--- config.mk ---
export PLATFORM = sky130hd
export DESIGN_NAME = pdp8_trace_buffer
export DESIGN_NICKNAME = d
export VERILOG_FILES = /design/src/rtl/pdp8_trace_buffer_pkg.sv /design/src/rtl/pdp8_trace_buffer_ram.sv /design/src/rtl/pdp8_trace_buffer.sv
export SDC_FILE = /design/constraint.sdc
export NUM_CORES = 2
export LEC_CHECK = 0
export CAP_MARGIN = 15
export CORE_MARGIN = 3
export CORE_UTILIZATION = 55
export DETAILED_ROUTE_END_ITERATION = 16
export HOLD_SLACK_MARGIN = 0.15
export PLACE_DENSITY = 0.72
export SYNTH_ARGS = -nofsm -noshare
export SYNTH_HDL_FRONTEND = slang
export SYNTH_HIERARCHICAL = 1
export SYNTH_SLANG_ARGS = --single-unit
export TNS_END_PERCENT = 10
--- constraint.sdc ---
create_clock -name clk -period 9.65 [get_ports clk]
set_clock_uncertainty 0.1 [all_clocks]
set_input_delay 1.93 -clock clk [delete_from_list [all_inputs] [get_ports clk]]
set_output_delay 1.93 -clock clk [all_outputs]
set_load 0.02 [all_outputs]
--- src/rtl/pdp8_trace_buffer_pkg.sv ---
// Shared PDP-8 trace definitions: entry layout, entry types, FSM states.
package pdp8_trace_buffer_pkg;

  localparam int unsigned TRACE_ENTRY_W = 28;
  localparam int unsigned WORD_W        = 12;
  localparam int unsigned DROP_W        = 16;

  typedef enum logic [1:0] {
    TT_IF = 2'd0,
    TT_DR = 2'd1,
    TT_DW = 2'd2,
    TT_BR = 2'd3
  } trace_type_t;

  typedef struct packed {
    trace_type_t         ttype;
    logic [1:0]          flags;
    logic [WORD_W-1:0]   addr;
    logic [WORD_W-1:0]   data;
  } trace_entry_t;

  typedef enum logic [1:0] {
    ST_IDLE    = 2'd0,
    ST_CAPTURE = 2'd1,
    ST_FROZEN  = 2'd2
  } trace_state_t;

  // Saturating add of a small increment onto the drop counter.
  function automatic logic [DROP_W-1:0] sat_add_drop(input logic [DROP_W-1:0] a,
                                                     input logic [1:0]        b);
    logic [DROP_W:0] sum;
    sum = {1'b0, a} + (DROP_W+1)'(b);
    return sum[DROP_W] ? {DROP_W{1'b1}} : sum[DROP_W-1:0];
  endfunction

endpackage

--- src/rtl/pdp8_trace_buffer_ram.sv ---
// Trace storage: synchronous write port, asynchronous read port, not reset.
module trace_fifo_ram
  import pdp8_trace_buffer_pkg::*;
#(
  parameter int unsigned DEPTH = 64
) (
  input  logic                     clk,
  input  logic                     we,
  input  logic [$clog2(DEPTH)-1:0] waddr,
  input  trace_entry_t             wdata,
  input  logic [$clog2(DEPTH)-1:0] raddr,
  output trace_entry_t             rdata
);

  trace_entry_t mem_q [DEPTH];

  // Write port.
  always_ff @(posedge clk) begin
    if (we) begin
      mem_q[waddr] <= wdata;
    end
  end

  assign rdata = mem_q[raddr];

endmodule

--- src/rtl/pdp8_trace_buffer.sv ---
// PDP-8 bus/branch trace buffer: capture FSM, branch pending slot, FIFO control.
// DEPTH must be a power of two in 4..4096.
module pdp8_trace_buffer
  import pdp8_trace_buffer_pkg::*;
#(
  parameter int unsigned DEPTH     = 64,
  parameter bit          OVERWRITE = 1'b0
) (
  input  logic                       clk,
  input  logic                       reset,
  input  logic                       run,
  input  logic                       mem_finished,
  input  logic                       read_enable,
  input  logic                       write_enable,
  input  logic                       read_type,
  input  logic [11:0]                address,
  input  logic [11:0]                read_data,
  input  logic [11:0]                write_data,
  input  logic                       br_valid,
  input  logic [11:0]                br_pc,
  input  logic [11:0]                br_target,
  input  logic                       br_cond,
  input  logic                       br_taken,
  output logic                       out_valid,
  input  logic                       out_ready,
  output logic [TRACE_ENTRY_W-1:0]   out_entry,
  output logic [$clog2(DEPTH):0]     count,
  output logic [15:0]                dropped,
  output logic [1:0]                 state
);

  localparam int unsigned PTR_W = $clog2(DEPTH);
  localparam int unsigned CNT_W = PTR_W + 1;

  trace_state_t        state_q, state_d;
  logic [PTR_W-1:0]    wr_ptr_q, wr_ptr_d;
  logic [PTR_W-1:0]    rd_ptr_q, rd_ptr_d;
  logic [CNT_W-1:0]    count_q, count_d;
  logic [DROP_W-1:0]   dropped_q, dropped_d;
  logic                out_valid_q, out_valid_d;
  logic                pend_vld_q, pend_vld_d;
  trace_entry_t        pend_q, pend_d;

  logic                cap_en, mem_ev, mem_noop, br_ev;
  logic                wr_req, push, adv_rd, pop, full;
  logic                br_drop, wr_drop;
  trace_entry_t        mem_entry, br_entry, wr_entry, rd_entry;

  // Entry formation, pending-slot arbitration, FIFO accounting and FSM.
  always_comb begin
    state_d     = state_q;
    wr_ptr_d    = wr_ptr_q;
    rd_ptr_d    = rd_ptr_q;
    count_d     = count_q;
    pend_vld_d  = pend_vld_q;
    pend_d      = pend_q;
    wr_req      = 1'b0;
    wr_entry    = pend_q;
    br_drop     = 1'b0;
    wr_drop     = 1'b0;
    push        = 1'b0;

    cap_en   = (state_q == ST_CAPTURE) && run;
    mem_ev   = cap_en && mem_finished && (read_enable || write_enable);
    mem_noop = cap_en && mem_finished && !read_enable && !write_enable;
    br_ev    = cap_en && br_valid;

    mem_entry.ttype = write_enable ? TT_DW : (read_type ? TT_IF : TT_DR);
    mem_entry.flags = 2'b00;
    mem_entry.addr  = address;
    mem_entry.data  = write_enable ? write_data : read_data;

    br_entry.ttype  = TT_BR;
    br_entry.flags  = {br_cond, br_taken};
    br_entry.addr   = br_pc;
    br_entry.data   = br_target;

    // One FIFO write per cycle: memory event, then pending branch, then new branch.
    if (mem_ev) begin
      wr_req   = 1'b1;
      wr_entry = mem_entry;
      if (br_ev) begin
        if (pend_vld_q) begin
          br_drop = 1'b1;
        end else begin
          pend_vld_d = 1'b1;
          pend_d     = br_entry;
        end
      end
    end else if (pend_vld_q) begin
      wr_req     = 1'b1;
      wr_entry   = pend_q;
      pend_vld_d = 1'b0;
      br_drop    = br_ev;
    end else if (br_ev) begin
      wr_req   = 1'b1;
      wr_entry = br_entry;
    end

    full   = (count_q == CNT_W'(DEPTH));
    pop    = out_valid_q && out_ready;
    adv_rd = pop;

    // A full buffer accepts a write only alongside a pop, or by evicting the oldest.
    if (wr_req) begin
      if (!full || pop) begin
        push = 1'b1;
      end else if (OVERWRITE) begin
        push    = 1'b1;
        adv_rd  = 1'b1;
        wr_drop = 1'b1;
      end else begin
        wr_drop = 1'b1;
      end
    end

    if (push)   wr_ptr_d = wr_ptr_q + PTR_W'(1);
    if (adv_rd) rd_ptr_d = rd_ptr_q + PTR_W'(1);
    if (push && !adv_rd) begin
      count_d = count_q + CNT_W'(1);
    end else if (!push && adv_rd) begin
      count_d = count_q - CNT_W'(1);
    end

    dropped_d   = sat_add_drop(dropped_q, 2'(mem_noop) + 2'(br_drop) + 2'(wr_drop));
    out_valid_d = (count_d != '0);

    unique case (state_q)
      ST_IDLE:    if (run) state_d = ST_CAPTURE;
      ST_CAPTURE: if (!run) state_d = ST_FROZEN;
      ST_FROZEN: begin
        if (run) begin
          state_d = ST_CAPTURE;
        end else if ((count_q == '0) && !pend_vld_q) begin
          state_d = ST_IDLE;
        end
      end
      default:    state_d = ST_IDLE;
    endcase
  end

  // Control registers; reset overrides any capture or pop in the same cycle.
  always_ff @(posedge clk) begin
    if (reset) begin
      state_q     <= ST_IDLE;
      wr_ptr_q    <= '0;
      rd_ptr_q    <= '0;
      count_q     <= '0;
      dropped_q   <= '0;
      out_valid_q <= 1'b0;
      pend_vld_q  <= 1'b0;
      pend_q      <= '0;
    end else begin
      state_q     <= state_d;
      wr_ptr_q    <= wr_ptr_d;
      rd_ptr_q    <= rd_ptr_d;
      count_q     <= count_d;
      dropped_q   <= dropped_d;
      out_valid_q <= out_valid_d;
      pend_vld_q  <= pend_vld_d;
      pend_q      <= pend_d;
    end
  end

  trace_fifo_ram #(.DEPTH(DEPTH)) u_ram (
    .clk   (clk),
    .we    (push && !reset),
    .waddr (wr_ptr_q),
    .wdata (wr_entry),
    .raddr (rd_ptr_q),
    .rdata (rd_entry)
  );

  assign out_valid = out_valid_q;
  assign out_entry = out_valid_q ? rd_entry : '0;
  assign count     = count_q;
  assign dropped   = dropped_q;
  assign state     = 2'(state_q);

endmodule

**Yosys cells after proc, flatten, opt, wreduce, memory -nomap -nowiden**

Memory sizes are Yosys's and may differ from the RTL's. A register that Yosys moved wholly into a read port is not among the register bits.
Index checks and enable logic that the tools add are counted.

- RAM bits: 1792
- Word-level logic and storage cells: 83
- Flip-flop bits (word level): 66
- Memories kept: 1
- Output and inout port bits: 54
- Input port bits: 71

Memories:

| name | depth | bits a word | read ports | clocked after memory_dff | wr ports | line | text |
|---|---|---|---|---|---|---|---|
| u_ram.mem_q | 64 | 28 | 1 | 1 | 1 | pdp8_trace_buffer_ram.sv:15 | `trace_entry_t mem_q [DEPTH];` |

- Add/subtract/negate cells: 7
- Bitwise gates (word level): 2
- Equal/unequal tests: 6
- Reduce and logical (&&, ||, !) cells: 26
- Mux-type cells: 30

Operator list:

| kind | number |
|---|---|
| 28-bit 2-to-1 mux | 4 |
| 16-bit by 2-bit adder with 17-bit output | 1 |
| 16-bit 2-to-1 mux | 1 |
| 1-bit 2-to-1 mux | 14 |
| 7-bit 2-to-1 mux | 2 |
| 6-bit by 1-bit adder with 6-bit output, second input constant | 2 |
| 12-bit 2-to-1 mux | 1 |
| 6-bit 2-to-1 mux | 2 |
| 1-bit logical AND | 11 |
| 2-bit 2-to-1 mux | 5 |
| 7-bit by 1-bit adder with 7-bit output, second input constant | 1 |
| 7-bit equality test, second input constant | 1 |
| 1-bit logical NOT | 7 |
| 7-bit logical NOT | 1 |
| 7-bit nonzero test | 1 |
| 7-bit by 1-bit subtractor with 7-bit output, second input constant | 1 |
| 2-bit one-hot mux with 3 select lines | 1 |
| 3-bit AND reduction | 2 |
| 2-bit != test, second input constant | 2 |
| 3-bit != test, second input constant | 1 |
| 1-bit by 1-bit adder with 2-bit output | 1 |
| 2-bit by 1-bit adder with 2-bit output | 1 |
| 2-bit by 1-bit equality test with 1-bit output, second input constant | 1 |
| 2-bit equality test, second input constant | 1 |
| other kinds (4) | 6 |

**Logic depth before layout (Yosys ltp)**

- Depth in word-level cells: 12
- Depth in mapped cells: 14
- Depth with buffers taken out: 13

**Cells and area by module**

The synthesis kept the hierarchy.

Modules (own cells, without submodules):

| module | cells each | area an instance (um^2) | times used | seq. area each (um^2) |
|---|---|---|---|---|
| trace_fifo_ram | 3077 | 68628.3 | 1 | 53811.6 |
| pdp8_trace_buffer | 516 | 3777.4 | 1 | 1321.3 |

**Worst setup path after synthesis**

Ideal clock, no wire load.

- Kind: input-to-reg
- Start point: input mem_finished
- End point: memory u_ram/mem_q[0][26] (netlist name) (data pin)
- Library setup time: 0.722 ns
- Path buffers: 1
- Data arrival time: 5.272 ns
- Setup slack: 3.556 ns
- Required time: 8.828 ns
- Stages: 5
- Cell sequence: nand2_1 -> nor2_1 -> o21ai_1 -> clkbuf_1 -> o31ai_1

RTL lines:

| element | line | text |
|---|---|---|
| start, declared | pdp8_trace_buffer.sv:12 | `input logic mem_finished,` |
| end, declared | pdp8_trace_buffer_ram.sv:15 |  |

==> out/metrics.csv <==
stage;metric;value;unit
floorplan;DIE HEIGHT;369;µm
logic_synthesis;Synth top area share;0.743;
logic_synthesis;post-synthesis mux area share;0.149;
cts;Root Buffer;clkbuf_16;
logic_synthesis;xor and xnor area share after synthesis;0.00339;
sta;fin crit period;7.66;ns
critical_path;crit end category;output pin;
logic_synthesis;Post-Syn Area per Cell;20.2;µm²
place;DP Wirelength;103;mm
logic_synthesis;post-synthesis sequential area ratio;0.761;
critical_path;slowest cell on the critical path;a22oi_1;
critical_path;crit path kind;reg -> out;
drt;drt drc;0;
sta;Final Hold Vio Count;0;
layout;Synth-to-Final Area Change;13.3;%
logic_synthesis;post-synth net total;3673;
drt;Wirelength per Cell;31.3;µm
layout;commonest non-fill, non-tap cell in the layout;edfxtp_1;
critical_path;maximum fanout along the worst path;43;
sta;setup_tns;0;ns
drt;vias;36700;
place;IO Port Bufs;124;
layout;most frequent cells in the layout;edfxtp_1 (1792), mux4_2 (368), clkbuf_16 (176), nand2_1 (137), clkdlybuf4s50_1 (123);
floorplan;row count;132;
sta;Peak Freq;131;MHz
logic_synthesis;Main synth FF type;edfxtp_1;
logic_synthesis;main combinational cell family by area after synthesis;multiplexers;
logic_synthesis;Synth area leaders;edfxtp_1 (74%), mux4_2 (11%), dfxtp_1 (1.8%);
logic_synthesis;synthesized area;72400;µm²
place;routability congestion estimate;0.877;
layout;layout cells sized above 1;0.235;
global_routing;first-pass GRT wire length;257;mm
floorplan;core box area;130000;µm²
floorplan;Die ar.;136000;µm²
critical_path;Worst path most repeated cell;and2_1;
cts;clk slew on worst S/H paths;0.06;ns
cts;postcts setup bufs;0;
min_path;startpoint of the worst hold path;pend_q[21]$_SDFFE_PP0P_;
cts;TritonCTS Sinks;1858;
critical_path;arrival time worst endpoint;5.63;ns
logic_synthesis;Synth area leader;edfxtp_1;
logic_synthesis;Post-synth ARST share;0;
critical_path;Worst Setup SP;rd_ptr_q[4]$_SDFFE_PP0P_;
cts;Num CTS Buffers;174;
cts;Max clock buf depth;3;
critical_path;CP max stage delay;1.06;ns
sta;Slew headroom;0.0961;
drt;Vias/cell;6.50;
layout;Fillers;8823;
sta;Final Max Tran Viols;0;
cts;TritonCTS clock tree;yes;
logic_synthesis;number of synthesized flops with an enable pin;1792;
sta;endpoints failing setup;0;
logic_synthesis;Mapped Cells;3593;
pwr;Max IR drop VDD;178;µV
drt;Starting DRT DRC Count;4751;
critical_path;worst reg-to-reg setup slack;4.84;ns
pwr;Final Power;0.0176;W
drt;Detailed Route WL;177;mm
pwr;Pleak;25.7;nW
global_routing;grt total ovfl;0;
global_routing;pin count of the biggest net entering global routing;113;
floorplan;Die W;369;µm
logic_synthesis;Synth Area in Simple Gates;0.0300;
critical_path;worst path required time;7.62;ns
global_routing;antenna violations before repair;8;
pwr;PD cells;215;nW/µm²
logic_synthesis;Compound-Gate Fraction of Synth Area;0.0392;
cts;clock latency on the worst-skew pair;0.81;ns
global_routing;vias in the first global route;35900;
min_path;hold crit path type;reg -> reg;
sta;Least-Margin Pin Slew;1.33;ns
floorplan;IO Count;125;
sta;RSZ-0062 raised after global routing;no;
cts;Post-CTS Resized;0;
critical_path;CP Launch Type;flop;
logic_synthesis;Ys Warns;6;
layout;Layout Nets;3838;
status;status;finished, final reports clean;
drt;1st-pass router iterations;7;
sta;final worst path period share;0.794;
cts;cts hold-fix bufs;0;
global_routing;Global Route Usage Sum;0.263;
drt;post-route ant nets;0;
logic_synthesis;Yosys cell types;61;
floorplan;Initial Util;0.556;
run;Max-Cap Viols;0;
logic_synthesis;synthesized flop and latch total;1858;
critical_path;crit path cell chain;buf_4 > nor2_1 > and2_1 > a22oi_1 > o311ai_1 > a21oi_1 > and2_1 > clkdlybuf4s50_1;
logic_synthesis;Post-Synth Adder-Cell Area;0.00176;
cts;# H-tree levels;4;
critical_path;worst r2r src;out_valid$_SDFF_PP0_;
-- path summary, 6_finish.rpt --
path | endpoint | depth (start not counted)
worst min-delay path | pend_q[21]$_SDFFE_PP0P_ | 2
worst max-delay path | out_entry[5] | 8
worst max register to register | u_ram/mem_q[60][0]$_DFFE_PP_ | 6
worst min register to register | pend_q[21]$_SDFFE_PP0P_ | 2
-- per-stage QoR --
step           utilization  area [µm²]  hold slack (ns)  instances  worst slack (ns)
2_1_floorplan            -       72400            0.337       3593              3.56
3_3_place_gp         0.586       76300            0.341       5320              3.02
3_5_place_dp         0.587       76400            0.347       5323              2.97
4_1_cts              0.630       82000            0.354       5646              2.25
5_1_grt              0.631       82100            0.377       5648              2.04
6_report             0.631       82100            0.355       5648              1.99
-- cell families (layout without fill, tap and decap cells) --
logic type	count (synthesis)	count (layout)
xor gates and xnor gates	28	28
and+or+nand+nor	457	457
buffers and inverters	222	534
AOI/OAI and AO/OA	416	416
adders and majority gates	9	9
muxes	603	603
DFF	1858	1858
other	0	1
-- cell type report --
| class | count | area [µm²] | area share |
|---|---|---|---|
| Clock inverter | 96 | 1040 | 0.0127 |
| Sequential cell | 1858 | 55100 | 0.672 |
| Inverter | 12 | 45.0 | 0.000549 |
| Antenna cell | 1 | 2.50 | 0.0000305 |
| Timing Repair Buffer | 199 | 1940 | 0.0237 |
| Tap cell | 1742 | 2180 | 0.0266 |
| Clock buffer | 227 | 4630 | 0.0565 |
| Multi-Input combinational cell | 1513 | 17100 | 0.208 |
-- Yosys cell counts, types with 18 or more instances --
library cell	number
a211oi_1	31
mux2_2	113
edfxtp_1	1792
o21ai_0	35
mux2i_1	122
nor2b_1	38
nand2_1	138
o211ai_1	19
o22a_1	22
clkbuf_1	92
a22oi_1	32
mux4_2	368
a21oi_1	63
buf_2	52
o22ai_1	105
dfxtp_1	66
nor2_1	133
a22o_1	18
buf_4	53
a31oi_1	26
and2_1	32
nor3_1	36
-- flip-flops by register name, summed over array words and instances (netlist names) --
signal and flops:
u_ram/mem_q 1792, pend_q 27, dropped 16, count 7, rd_ptr_q 6, wr_ptr_q 6, state 2, out_valid 1
pend_vld_q 1
-- metal layers --
| metal | GRT usage | part of all wire | up-vias |
|---|---|---|---|
| li1 | - | - | 15200 |
| met1 | 0.382 | 0.39 | 19300 |
| met2 | 0.395 | 0.46 | 1930 |
| met3 | 0.0666 | 0.11 | 291 |
| met4 | 0.0911 | 0.036 | 2 |
| met5 | 0 | 0.00011 | - |
-- report_power, final --
group | internal [W] | switching (W)
clock | 0.00385 | 0.00293
sequential | 0.00882 | 0.0000809
combinational | 0.000877 | 0.00107
total | 0.0135 | 0.00408
-- worst max-delay path: cells and delay by family (launching register included) --
family	cells	cell delay, ns
buf+inv	2	1.20
simple gates	3	0.92
flops	1	0.59
compound gates	3	2.06
(Power assumes the default switching activity.)
